[src/rtl/out_bcd_display_if.sv]
// Bus-side signals of the OUT unit: the load strobe and data from the CPU bus,
// and the latched value and BCD conversion status going back out.
interface out_bcd_display_if #(
   parameter int WIDTH  = 8,
   parameter int DIGITS = 3
);
   logic                  mclk_en;
   logic                  i_load_enable;
   logic [WIDTH-1:0]      i_load_data;
   logic [WIDTH-1:0]      o_data;
   logic                  o_busy;
   logic [4*DIGITS-1:0]   o_bcd;
   logic                  o_bcd_valid;

   // CPU / bus side
   modport master (
      output mclk_en, i_load_enable, i_load_data,
      input  o_data, o_busy, o_bcd, o_bcd_valid
   );

   // OUT unit side
   modport slave (
      input  mclk_en, i_load_enable, i_load_data,
      output o_data, o_busy, o_bcd, o_bcd_valid
   );
endinterface

[src/rtl/out_bcd_display.sv]
// OUT register with binary-to-BCD conversion and a multiplexed 7-segment driver.
// A bus load latches the value, an iterative double-dabble engine converts it
// (one shift per mclk, WIDTH cycles), and a scan counter walks the digits with
// leading-zero blanking.
// Optional: define OUT_SIGNED_EN to treat the bus value as two's complement;
// the magnitude is converted, o_neg is added and a '-' is drawn just above the
// most significant shown digit.
module out_bcd_display #(
   parameter int WIDTH    = 8,
   parameter int DIGITS   = 3,
   parameter int SCAN_DIV = 1024
) (
   input  logic                mclk,
   input  logic                i_reset,
   out_bcd_display_if.slave    bus,
   output logic [DIGITS-1:0]   o_an,
   output logic [6:0]          o_seg
`ifdef OUT_SIGNED_EN
   ,
   output logic                o_neg
`endif
);

   localparam int BW  = 4 * DIGITS;
   localparam int SW  = BW + WIDTH;
   localparam int CW  = $clog2(WIDTH + 1);
   localparam int SCW = (SCAN_DIV > 1) ? $clog2(SCAN_DIV) : 1;
   localparam int IW  = (DIGITS > 1) ? $clog2(DIGITS) : 1;
`ifdef OUT_SIGNED_EN
   localparam int NEED = WIDTH + (WIDTH + 2) / 3 + 4;
`else
   localparam int NEED = WIDTH + (WIDTH + 2) / 3;
`endif

   // The BCD field must hold the largest converted value (plus a sign slot
   // when signed); refuse to build otherwise.
   generate
      if (BW < NEED) begin : g_digits_too_small
         $error("out_bcd_display: DIGITS too small for WIDTH");
      end
      if (SCAN_DIV < 1) begin : g_bad_scan_div
         $error("out_bcd_display: SCAN_DIV must be >= 1");
      end
   endgenerate

   typedef enum logic {IDLE, CONVERT} state_t;

   state_t            state;
   logic [SW-1:0]     sr;
   logic [SW-1:0]     sr_adj;
   logic [SW-1:0]     sr_next;
   logic [CW-1:0]     bit_cnt;
   logic [WIDTH-1:0]  load_mag;
   logic              load;
`ifdef OUT_SIGNED_EN
   logic              neg_pend;
`endif

   assign load = bus.mclk_en & bus.i_load_enable;

`ifdef OUT_SIGNED_EN
   // Two's-complement magnitude; the most negative value maps to 2^(WIDTH-1)
   // which still fits unsigned in WIDTH bits.
   always_comb begin
      load_mag = bus.i_load_data;
      if (bus.i_load_data[WIDTH-1])
         load_mag = ~bus.i_load_data + 1'b1;
   end
`else
   assign load_mag = bus.i_load_data;
`endif

   // One double-dabble step: add 3 to every BCD nibble >= 5, then shift.
   always_comb begin
      sr_adj = sr;
      for (int i = 0; i < DIGITS; i++) begin
         if (sr[WIDTH + 4*i +: 4] >= 4'd5)
            sr_adj[WIDTH + 4*i +: 4] = sr[WIDTH + 4*i +: 4] + 4'd3;
      end
      sr_next = sr_adj << 1;
   end

   // Conversion FSM; a load always wins and restarts, dropping any result in flight.
   always_ff @(posedge mclk) begin
      if (i_reset) begin
         state           <= IDLE;
         sr              <= '0;
         bit_cnt         <= '0;
         bus.o_data      <= '0;
         bus.o_bcd       <= '0;
         bus.o_bcd_valid <= 1'b1;
         bus.o_busy      <= 1'b0;
`ifdef OUT_SIGNED_EN
         neg_pend        <= 1'b0;
         o_neg           <= 1'b0;
`endif
      end else if (load) begin
         state           <= CONVERT;
         sr              <= {{BW{1'b0}}, load_mag};
         bit_cnt         <= '0;
         bus.o_data      <= bus.i_load_data;
         bus.o_bcd_valid <= 1'b0;
         bus.o_busy      <= 1'b1;
`ifdef OUT_SIGNED_EN
         neg_pend        <= bus.i_load_data[WIDTH-1];
`endif
      end else if (state == CONVERT) begin
         sr      <= sr_next;
         bit_cnt <= bit_cnt + 1'b1;
         if (bit_cnt == CW'(WIDTH - 1)) begin
            state           <= IDLE;
            bus.o_bcd       <= sr_next[SW-1 -: BW];
            bus.o_bcd_valid <= 1'b1;
            bus.o_busy      <= 1'b0;
`ifdef OUT_SIGNED_EN
            o_neg           <= neg_pend;
`endif
         end
      end
   end

   // Scan control and digit decode
   logic [SCW-1:0] scan_cnt;
   logic [IW-1:0]  idx;
   logic [IW-1:0]  idx_nxt;
   logic [IW-1:0]  msd;
   logic           wrap;
   logic [3:0]     digit;
   logic [6:0]     seg_nxt;

   function automatic logic [6:0] dec7(input logic [3:0] d);
      case (d)
         4'd0: dec7 = 7'h3F;
         4'd1: dec7 = 7'h06;
         4'd2: dec7 = 7'h5B;
         4'd3: dec7 = 7'h4F;
         4'd4: dec7 = 7'h66;
         4'd5: dec7 = 7'h6D;
         4'd6: dec7 = 7'h7D;
         4'd7: dec7 = 7'h07;
         4'd8: dec7 = 7'h7F;
         4'd9: dec7 = 7'h6F;
         default: dec7 = 7'h00;
      endcase
   endfunction

   // Next digit position and its segment pattern, blanking above the top non-zero digit.
   always_comb begin
      wrap    = (scan_cnt == SCW'(SCAN_DIV - 1));
      idx_nxt = idx;
      if (wrap)
         idx_nxt = (idx == IW'(DIGITS - 1)) ? '0 : idx + 1'b1;
      msd = '0;
      for (int i = 1; i < DIGITS; i++) begin
         if (bus.o_bcd[4*i +: 4] != 4'd0)
            msd = IW'(i);
      end
      digit   = bus.o_bcd[4*idx_nxt +: 4];
      seg_nxt = dec7(digit);
      if (idx_nxt > msd)
         seg_nxt = 7'h00;
`ifdef OUT_SIGNED_EN
      if (o_neg && (int'(idx_nxt) == int'(msd) + 1))
         seg_nxt = 7'h40;
`endif
   end

   // Free-running scan; o_an and o_seg are registered on the same edge.
   always_ff @(posedge mclk) begin
      if (i_reset) begin
         scan_cnt <= '0;
         idx      <= '0;
         o_an     <= DIGITS'(1);
         o_seg    <= 7'h3F;
      end else begin
         scan_cnt <= wrap ? '0 : scan_cnt + 1'b1;
         idx      <= idx_nxt;
         o_an     <= DIGITS'(1) << idx_nxt;
         o_seg    <= seg_nxt;
      end
   end

endmodule

[src/flat_wrapper.sv]
// flat-port wrapper written by rule: the top's interface ports become plain ports
module out_bcd_display_flat 
#(
   parameter int WIDTH    = 8,
   parameter int DIGITS   = 3,
   parameter int SCAN_DIV = 1024
)
  (mclk, i_reset, o_an, o_seg, bus_mclk_en, bus_i_load_enable, bus_i_load_data, bus_o_data, bus_o_busy, bus_o_bcd, bus_o_bcd_valid);
  out_bcd_display_if #(.WIDTH(WIDTH), .DIGITS(DIGITS)) bus_i ();
  input  logic mclk;
  input  logic i_reset;
  output logic [DIGITS-1:0] o_an;
  output logic [6:0] o_seg;
  input wire logic [$bits(bus_i.mclk_en)-1:0] bus_mclk_en;
  input wire logic [$bits(bus_i.i_load_enable)-1:0] bus_i_load_enable;
  input wire logic [$bits(bus_i.i_load_data)-1:0] bus_i_load_data;
  output wire logic [$bits(bus_i.o_data)-1:0] bus_o_data;
  output wire logic [$bits(bus_i.o_busy)-1:0] bus_o_busy;
  output wire logic [$bits(bus_i.o_bcd)-1:0] bus_o_bcd;
  output wire logic [$bits(bus_i.o_bcd_valid)-1:0] bus_o_bcd_valid;
  assign bus_i.mclk_en = bus_mclk_en;
  assign bus_i.i_load_enable = bus_i_load_enable;
  assign bus_i.i_load_data = bus_i_load_data;
  assign bus_o_data = bus_i.o_data;
  assign bus_o_busy = bus_i.o_busy;
  assign bus_o_bcd = bus_i.o_bcd;
  assign bus_o_bcd_valid = bus_i.o_bcd_valid;
  out_bcd_display #(.WIDTH(WIDTH), .DIGITS(DIGITS), .SCAN_DIV(SCAN_DIV)) u_core (.mclk(mclk), .i_reset(i_reset), .bus(bus_i), .o_an(o_an), .o_seg(o_seg));
endmodule
[config.mk]
export PLATFORM = sky130hd
export DESIGN_NAME = out_bcd_display_flat
export DESIGN_NICKNAME = d
export VERILOG_FILES = /design/src/rtl/out_bcd_display_if.sv /design/src/rtl/out_bcd_display.sv /design/src/flat_wrapper.sv
export SDC_FILE = /design/constraint.sdc
export NUM_CORES = 1
export LEC_CHECK = 0
export CORE_ASPECT_RATIO = 0.7
export CORE_MARGIN = 5
export CORE_UTILIZATION = 58
export CTS_BUF_LIST = sky130_fd_sc_hd__clkbuf_16
export DETAILED_ROUTE_END_ITERATION = 10
export PLACE_DENSITY_LB_ADDON = 0.12
export SYNTH_ARGS = -nofsm -noshare
export SYNTH_HDL_FRONTEND = slang
export SYNTH_SLANG_ARGS = --single-unit
[constraint.sdc]
create_clock -name mclk -period 5.6 [get_ports mclk]
set_input_delay 0.56 -clock mclk [delete_from_list [all_inputs] [get_ports mclk]]
set_output_delay 0.56 -clock mclk [all_outputs]
set_load 0.01 [all_outputs]
==> results_dict.tcl <==
set metrics [dict create \
    result_of_the_run "complete, no violations" \
    antenna_found_initial 0 \
    grt_pass1_vias 2397 \
    net-switching-power_mw 0.2598 \
    crit_path_cell_trace "ha_1, nand3_1, nor3_4, mux2i_1, inv_1, ha_1, a21oi_1, a21oi_1, nor2_1, o2111a_1" \
    clock_insertion_delay_worst_skew_ps 330 \
    yosysWarningCount 0 \
    drive_gt1_frac 0.08397 \
    buffer_ports.inserted 43 \
    synth_edf_count 0 \
    final_max_slew_viol_count 0 \
    timing.hold.ws_ps 453.8 \
    min-delay-path-class "reg -> reg" \
    power_switching_share 0.2362 \
    finalSetupViolations 0 \
    groute.usage.overall 0.1972 \
    critical_path.startpoint "u_core.scan_cnt[0]$_SDFF_PP0_" \
    maximum_number_of_pins_on_one_net_before_global_route_repair 54 \
    synth-seq-area-share 0.4333 \
    internal_power_mw 0.8401 \
    cts_tree "yes" \
    final_hold_viol_count 0 \
    ys_seq_elements 69 \
    cts_buffers 9 \
    cts_post_setup_buffers_inserted 0 \
    post-route-cell-area_sq_um 3909 \
    synth_compound_gate_area_share 0.1287 \
    critical_path.max_stage_delay_ps 640 \
    netlist_top_cells_area "dfxtp_1 (43%), mux2i_1 (9.1%), nand2_1 (5.3%), ha_1 (4.7%), nor2_1 (4.7%)" \
    num_io_pins 44 \
    ir_drop_mv 0.2443 \
    routedWlPerCell_um 13.62 \
    worst-endpoint-arrival_ps 3160 \
    critPathLaunchType "flip-flop" \
    slew-limit-headroom 0.3993 \
    setup_total_negative_slack_ps 0 \
    detailed_route_via_count 2499 \
    cp_slowest_cell "nor3_4" \
    mostFrequentLayoutCell "dfxtp_1" \
    synth_top_cell_area_share 0.4333 \
    worst_hold_startpoint "u_core.bus.o_data[7]$_SDFFE_PP0P_" \
    core_area_sq_um 5285 \
    worstHoldPathCells 2 \
    clkSinkCount 69 \
    drt_first_pass_iters 4 \
    timing.fmax_mhz 346.4 \
    async_reset_ff_frac 0 \
    critical_path_class "reg -> reg" \
    vias_per_cell 5.374 \
    chipWidth_um 98.62 \
    die_height_um 72.03 \
    overflow_left_after_global_routing 0 \
    worst_setup_path_end_kind "flip-flop" \
    fin_skew_ps 4.661 \
    power.sequential.fraction 0.466 \
    syn-mean-instance-area_sq_um 9.057 \
    p_comb_frac 0.065 \
    adder_cell_fraction_of_synth_area 0.04710 \
    r2r_cells 10 \
    grt_pass1_wl_um 11170 \
    cap_violations 0 \
    finalWorstPathRequiredPeriod_ps 2887 \
    nets 412 \
    worst_r2r_startpoint "u_core.scan_cnt[0]$_SDFF_PP0_" \
    finish.utilization 0.7396 \
    postSynthNetCount 376 \
    gp_congestion 0.7904 \
    grt_setup_unrepaired "no" \
    ys_types 46 \
    holdBufCountCts 0 \
    floorplan.rows 22 \
    cts.htree.levels 3 \
    crit_fanout 16 \
    post_synth_xor_area_fraction 0.03571 \
    most-common-layout-cells "dfxtp_1 (69), nand2_1 (45), clkdlybuf4s50_1 (42)" \
    maximum_buffer_depth_of_the_clock_tree 2 \
    placed_area_sq_um 3633 \
    drtIter0Drc 92 \
    static-leakage-power_nw 1.432 \
    synth_area_leader "dfxtp_1" \
    synth_top_family_by_area "simple AND/OR/NAND/NOR gates" \
    synth.cell_area_sq_um 3188 \
    area_growth_from_synthesis_to_final_layout_pct 22.61 \
    antenna_cells 0 \
    synthFlopType "dfxtp_1" \
    floorplan.initialDensity 0.6032 \
    multiplexer_fraction_of_the_synthesized_cell_area 0.1334 \
    antenna_violating_nets_post_route 0 \
    die-area_sq_um 7103 \
    wl_um 6333 \
    drc 0 \
    post_cts_resize_count 0 \
    detailedPlacementHpwl_um 4404 \
    min_period_over_period 0.5155 \
    pwr-share-clk 0.469 \
    synth_simple_gate_area_frac 0.1856 \
    cts_root_buffer "clkbuf_16" \
    critPathRequiredTime_ps 5880 \
    clk_pin_slew_ps 60 \
    p_per_area_nw_per_um2 281.4 \
    tightestPinTransition_ps 901.0 \
    synthCells 352 \
]
-- cell usage after synthesis, types with 7 or more instances --
master / n
xor2_1: 7
a21oi_1: 28
nor2_1: 40
nand2_1: 45
nor3_1: 10
o21ai_0: 9
dfxtp_1: 69
clkbuf_1: 11
ha_1: 12
mux2_2: 8
mux2i_1: 29
inv_1: 10
-- critical path: cells and delay by family, from the launching register on --
family / cells / cell delay (ps)
fa+ha+maj: 2 / 530
buf+inv: 1 / 80
flops: 1 / 370
compound gates: 3 / 420
simple gates: 3 / 1130
mux: 1 / 300
-- layer usage --
layer / wire length (um) / GRT usage / up-vias
met2: 2830 / 0.3004 / 57
met1: 3085 / 0.2565 / 1141
met5: 0 / 0 / -
met3: 325 / 0.07301 / 11
met4: 91 / 0.07576 / 0
li1: - / - / 1290
-- area by class of cell --
class | count | area, sq um
Sequential cell | 69 | 1381
Clock inverter | 7 | 50.05
Inverter | 10 | 37.54
Clock buffer | 9 | 225.2
Fill cell | 417 | 1376
Timing Repair Buffer | 44 | 432.9
Tap cell | 72 | 90.09
Multi-Input combinational cell | 254 | 1692
-- path summary, 6_finish.rpt --
check	slack [ps]	to
max	2710	u_core.o_seg[6]$_SDFF_PP0_
min	450	u_core.bus.o_data[7]$_SDFFE_PP0P_
max reg2reg	2710	u_core.o_seg[6]$_SDFF_PP0_
min reg2reg	450	u_core.bus.o_data[7]$_SDFFE_PP0P_
-- through the flow --
step / total power, mW / std cells / setup slack [ps]
after floorplan: 0.5663 / 352 / 3099
after global placement: 0.5925 / 449 / 2796
after detailed placement: 0.5949 / 449 / 2743
after CTS: 1.112 / 465 / 2709
after global routing: 1.145 / 465 / 2390
final: 1.100 / 465 / 2713
-- power by group through the flow --
stage	combinational, mW	sequential [mW]	clock, mW
2_1_floorplan	0.0415	0.525	0
3_3_place_gp	0.0696	0.523	0
3_5_place_dp	0.0714	0.524	0
4_1_cts	0.0720	0.513	0.527
5_1_grt	0.0791	0.515	0.552
6_report	0.0716	0.513	0.515
-- sequential cells by signal (all words and copies together) (netlist names) --
register	cells
u_core.idx	2
u_core.o_seg	7
u_core.bus.o_busy	1
u_core.bus.o_bcd	12
u_core.sr	20
u_core.bit_cnt	4
u_core.bus.o_data	8
u_core.state	1
u_core.o_an	3
u_core.scan_cnt	10
u_core.bus.o_bcd_valid	1
-- cell families after synthesis --
logic type,count (synthesis)
and+or+nand+nor,125
DFF,69
AOI/OAI and AO/OA,64
muxes,40
buffers and inverters,29
xor gates and xnor gates,13
adders and majority gates,12
No activity file was read; power rests on OpenSTA's default activity.
==> RTL change 1 (config.mk and constraints unchanged) <==
Make the reset (`i_reset`) asynchronous in 2 clocked blocks.
--- a/src/rtl/out_bcd_display.sv
+++ b/src/rtl/out_bcd_display.sv
@@ -82,5 +82,5 @@
 
    // Conversion FSM; a load always wins and restarts, dropping any result in flight.
-   always_ff @(posedge mclk) begin
+   always_ff @(posedge mclk or posedge i_reset) begin
       if (i_reset) begin
          state           <= IDLE;
@@ -167,5 +167,5 @@
 
    // Free-running scan; o_an and o_seg are registered on the same edge.
-   always_ff @(posedge mclk) begin
+   always_ff @(posedge mclk or posedge i_reset) begin
       if (i_reset) begin
          scan_cnt <= '0;
Function: differs if i_reset is asserted again (counterexample within 4 cycles, from zero or initial values and one cycle with i_reset high); with i_reset held inactive, the same outputs for 10 cycles.
==> RTL change 1 against the original RTL <==
- clock skew grew 0.0046 ns
- critical endpoint is now u_core.o_seg[6]$_DFF_PP0_
- worst setup slack lost 0.13 ns
- utilization shrank 1.1 points
- final area grew 6.1%
- global-route usage grew 0.31 points
- wire length grew 5.6%
- via count is essentially flat
- sequential cell count is the same
- synthesized area grew 6.3%
- largest cell class is now flip-flops and latches
Power is not compared: it rests on default switching activity, and its combinational part moved more than twofold at a synthesized area within 25%.
==> RTL change 1: results (changes against the original RTL) <==
top fanout value on the critical path 10 (-6); average vias per placed instance 5.507 (+2.5%); outcome finished clean; Placeable Area 0.005698 sq mm (+7.8%); main area contributors after synthesis sky130_fd_sc_hd__dfrtp_1 (45%), sky130_fd_sc_hd__mux2i_1 (7.1%), sky130_fd_sc_hd__dfstp_2 (6.2%); DRT Pass-1 Iters 4 (unchanged); Regs by FF count u_core.sr (20), u_core.bus.o_bcd (12), u_core.scan_cnt (10); global routing met2 resource utilization 30.00% (-0.037 points); dpl cell area 0.003865 sq mm (+6.4%); headroom to the max-slew limit 23.19% (-17 points); GR Util met1 27.74% (+2.1 points); CTS-repair resized insts 0 (unchanged); first-iteration detailed-routing DRC count 116 (+26%); clk_skew 0.009270 ns (+0.004609 ns); number of global-route vias before repair 2415 (+0.75%); wire length per cell 14.74 microns (+8.2%); half-perimeter wire length of the detailed placement result 4370 microns (-0.78%); total nets after synthesis 357 (-5.1%); met3 usage 6.748% (-0.55 points); global-route wire length before repair 11610 microns (+3.9%); cell types with the highest counts after synthesis sky130_fd_sc_hd__dfrtp_1 (61), sky130_fd_sc_hd__nand2_1 (43), sky130_fd_sc_hd__nor2_1 (33); launch instance of the worst min-delay path u_core.scan_cnt[0]$_DFF_PP0_; number of port buffers 43 (unchanged); worst path arrival time 3.20 ns (+0.04 ns); Final Net Count 401 (-2.7%); YS warnings 0 (unchanged); worst ir drop on vdd 0.2985 mV; number of unique standard cell types used by synthesis 44 (-4.3%); largest net degree at the start of global routing 70 (+30%); launching point of the worst reg2reg path u_core.scan_cnt[0]$_DFF_PP0_; fraction of the yosys area taken by sequential cells 51.26% (+7.9 points); last weighted congestion value of the routability-driven placer 0.8272 (+4.7%); share of post-route cells with drive strength above 1 10.03% (+1.6 points); clock latency at the later pin of the worst-skew pair 0.33 ns (about the same); fillcell total 396 (-5.0%); critical path capture point type flop; aggregate global-route resource usage 20.02% (+0.31 points); fraction of registers with async set or reset after synthesis 100.0% (+100 points); Setup crit start u_core.scan_cnt[0]$_DFF_PP0_
[RTL change 1: critical path, stage by stage (launching register included)]
cell,delay [ns]
sky130_fd_sc_hd__dfrtp_1,0.36
sky130_fd_sc_hd__ha_1,0.23
sky130_fd_sc_hd__nand4_1,0.15
sky130_fd_sc_hd__or3_1,0.54
sky130_fd_sc_hd__mux2_4,0.38
sky130_fd_sc_hd__a222oi_1,0.83
sky130_fd_sc_hd__or2_2,0.30
sky130_fd_sc_hd__a21oi_1,0.08
[RTL change 1: cell type report]
type / count / area, sq um / share of cell area [%]
Clock buffer: 9 / 225.2 / 5.428
Clock inverter: 7 / 58.81 / 1.417
Inverter: 16 / 60.06 / 1.448
Multi-Input combinational cell: 232 / 1521 / 36.67
Sequential cell: 69 / 1737 / 41.86
Tap cell: 75 / 93.84 / 2.262
Timing Repair Buffer: 46 / 452.9 / 10.92
[RTL change 1: through the flow]
stage / instances / power, mW / worst slack (ns) / util (%)
floorplan: 330 / 1.327 / 3.002 / -
global placement: 438 / 1.603 / 2.733 / 67.83
detailed placement: 438 / 1.632 / 2.635 / 67.83
CTS: 454 / 2.192 / 2.576 / 72.82
global route: 454 / 2.328 / 2.362 / 72.82
finish: 454 / 2.174 / 2.586 / 72.82
[RTL change 1: logic make-up (layout without fill, tap and decap cells)]
family                   after synthesis  in the layout  share of synthesized area [%]
buffers and inverters                 29             78                          4.025
multiplexers                          31             31                          9.601
adder cells (fa/ha/maj)               15             15                          5.539
flip-flops                            69             69                          51.26
XOR/XNOR                              14             14                          3.619
AND/OR/NAND/NOR                      110            110                          15.36
AO/OA/AOI/OAI                         62             62                          10.60
[RTL change 1: worst paths after layout]
path | end | slack, ns | cells after the start
worst max-delay path | u_core.o_seg[6]$_DFF_PP0_ | 2.59 | 7
worst min-delay path | u_core.scan_cnt[0]$_DFF_PP0_ | 0.45 | 1
worst max register to register | u_core.o_seg[6]$_DFF_PP0_ | 2.59 | 7
worst min register to register | u_core.scan_cnt[0]$_DFF_PP0_ | 0.45 | 1
max in group asynchronous | u_core.o_seg[6]$_DFF_PP0_ | 4.25 | 3
min in group asynchronous | u_core.idx[1]$_DFF_PP0_ | 0.80 | 3
[RTL change 1: report_power, final]
part	internal (mW)	switching, mW	total, mW
Clock	0.338	0.201	0.539
Sequential	0.669	0.137	0.806
Combinational	0.416	0.413	0.829
Total	1.42	0.752	2.17
[RTL change 1: layer usage]
metal  share of wire (%)  wire length [microns]  vias to the layer above
met1                  47                   3140                     1201
li1                    -                      -                     1226
met2                  45                   3024                       68
met4                0.66                     44                        0
met5                   0                      0                        -
met3                 7.2                    481                        5
==> RTL change 2 (same settings) <==
Made on the original files. `SCAN_DIV` is set to 1024 in 2 places; all go to 512.
--- a/src/rtl/out_bcd_display.sv
+++ b/src/rtl/out_bcd_display.sv
@@ -9,5 +9,5 @@
    parameter int WIDTH    = 8,
    parameter int DIGITS   = 3,
-   parameter int SCAN_DIV = 1024
+   parameter int SCAN_DIV = 512
 ) (
    input  logic                mclk,
--- a/src/flat_wrapper.sv
+++ b/src/flat_wrapper.sv
@@ -4,5 +4,5 @@
    parameter int WIDTH    = 8,
    parameter int DIGITS   = 3,
-   parameter int SCAN_DIV = 1024
+   parameter int SCAN_DIV = 512
 )
   (mclk, i_reset, o_an, o_seg, bus_mclk_en, bus_i_load_enable, bus_i_load_data, bus_o_data, bus_o_busy, bus_o_bcd, bus_o_bcd_valid);
Function: same outputs for any inputs over 10 cycles, from zero or initial values and one cycle with i_reset high; that may be too few to reach the edited logic, so the function may still have changed.
==> RTL change 2 against the original RTL <==
- clock power increased by 3%
- worst setup slack got worse by 0.32 ns
- synthesized area decreased by 3.1%
- sequential cell count decreased by 1
- combinational power increased by 2%
- sequential power decreased by 1%
- die area decreased by 2.7%
- total power increased by 0.75%
- final area decreased by 1.8%
- wire length increased by 3.7%
- critical path depth increased by 2
==> RTL change 2: results (changes against the original RTL) <==
outcome finished clean; internal power contribution 870.9 uW (+3.7%); longest individual stage delay on the worst path 0.52 ns (-0.12 ns); FFs & Latches 68 (-1.4%); count of plain and timing-repair buffers in the layout 45 (+2.3%); area fraction of clock buffers and clock inverters 7.401% (+0.36 points); DR WL met2 2965 microns (+4.8%); clk_skew 0.003709 ns (-0.0009523 ns); global-route wire length before repair 10850 microns (-2.8%); Final Net Count 413 (+0.24%); top layer reached by signal wires met4; last weighted congestion value of the routability-driven placer 0.8481 (+7.3%); top fanout value on the critical path 15 (-1); power of the sequential group 506 uW (-1%); global routing met2 resource utilization 30.05% (about the same); total nets after synthesis 372 (-1.1%); Static Leakage 1.457 nW (+1.7%); Non-clk invs 11 (+1); share of cell area taken by flip-flops and latches 35.47% (+0.14 points); largest net degree at the start of global routing 41 (-24%); post-layout power 1.108 mW (+0.75%); fillcell total 385 (-7.7%); area taken by multi-input logic gates 0.001615 sq mm (-4.5%); share of the clock period used by the worst path 57.34% (+5.8 points); share of post-route cells with drive strength above 1 8.142% (-0.25 points); first-iteration detailed-routing DRC count 188 (+100%); met3 usage 7.882% (+0.58 points); fraction of registers with async set or reset after synthesis 0% (unchanged); clock tree root buffer cell sky130_fd_sc_hd__clkbuf_16; number of inserted diodes 0 (unchanged); number of unique standard cell types used by synthesis 52 (+13%); non-clock buffering overhead in the final layout 11.61% (+0.53 points); end point of the critical path u_core.o_seg[6]$_SDFF_PP0_; wire length per cell 14.13 microns (+3.7%); Regs by FF count u_core.sr (20), u_core.bus.o_bcd (12), u_core.scan_cnt (9); register clock-pin slew on the reported worst setup and hold paths 0.05 ns; clock group total power 530 uW (+3%); kind of path behind the tightest hold check reg -> reg; hold path endpoint u_core.bus.o_data[3]$_SDFFE_PP0P_; aggregate global-route resource usage 19.52% (-0.20 points); fraction of the yosys area taken by sequential cells 44.05% (+0.72 points); number of global-route vias before repair 2329 (-2.8%); crit-path leading delay family compound AO/OA/AOI/OAI gates; vias after detailed routing 2572 (+2.9%); main area contributors after synthesis sky130_fd_sc_hd__dfxtp_1 (44%), sky130_fd_sc_hd__mux2i_1 (6.2%), sky130_fd_sc_hd__nand2_1 (5.3%); met3 WL 404 microns (+24%); flop-to-flop setup slack 2.39 ns (-0.32 ns); headroom to the max-slew limit 48.37% (+8.4 points); launch instance of the worst min-delay path u_core.bus.o_data[3]$_SDFFE_PP0P_; metal1 wirelength 3143 microns (+1.9%); worst path arrival time 3.45 ns (+0.29 ns); cell types with the highest counts after synthesis sky130_fd_sc_hd__dfxtp_1 (68), sky130_fd_sc_hd__nand2_1 (44), sky130_fd_sc_hd__nor2_1 (40); Slowest-stage cell, CP sky130_fd_sc_hd__a21oi_1; clock latency at the later pin of the worst-skew pair 0.33 ns (about the same); half-perimeter wire length of the detailed placement result 4522 microns (+2.7%); number of multi-input combinational cells in the layout 253 (-0.39%); GR Util met1 25.23% (-0.43 points); Worst Reg2Reg Path Length in Cells 12 (+2); worst ir drop on vdd 0.2937 mV (+20%)
==> RTL change 2: cell types whose count changed after synthesis, sizes merged, moves of 3 or more <==
cell     change
and2         +4
and3         +4
clkbuf       -6
mux2         -3
mux2i       -10
nand2b       -3
nand3        +3
nor2b        -3
nor3         -4
o21ai        +5
o2bb2ai      -4
==> RTL change 2: metrics by stage <==
stage          std cells  area (sq um)  hold WS, ns
2_1_floorplan        347          3090       0.4176
3_3_place_gp         449          3553       0.4314
3_5_place_dp         449          3553       0.4432
4_1_cts              465          3837       0.4524
5_1_grt              465          3837       0.4698
6_report             465          3837       0.4520
==> RTL change 2: cell families (layout without fill, tap and decap cells) <==
logic type / Yosys count / after routing / synth area share, %
DFF: 68 / 68 / 44.05
xor gates and xnor gates: 11 / 11 / 3.117
muxes: 27 / 27 / 9.069
AOI/OAI and AO/OA: 70 / 70 / 14.33
and+or+nand+nor: 132 / 132 / 20.49
buffers and inverters: 26 / 72 / 3.684
adders and majority gates: 13 / 13 / 5.263
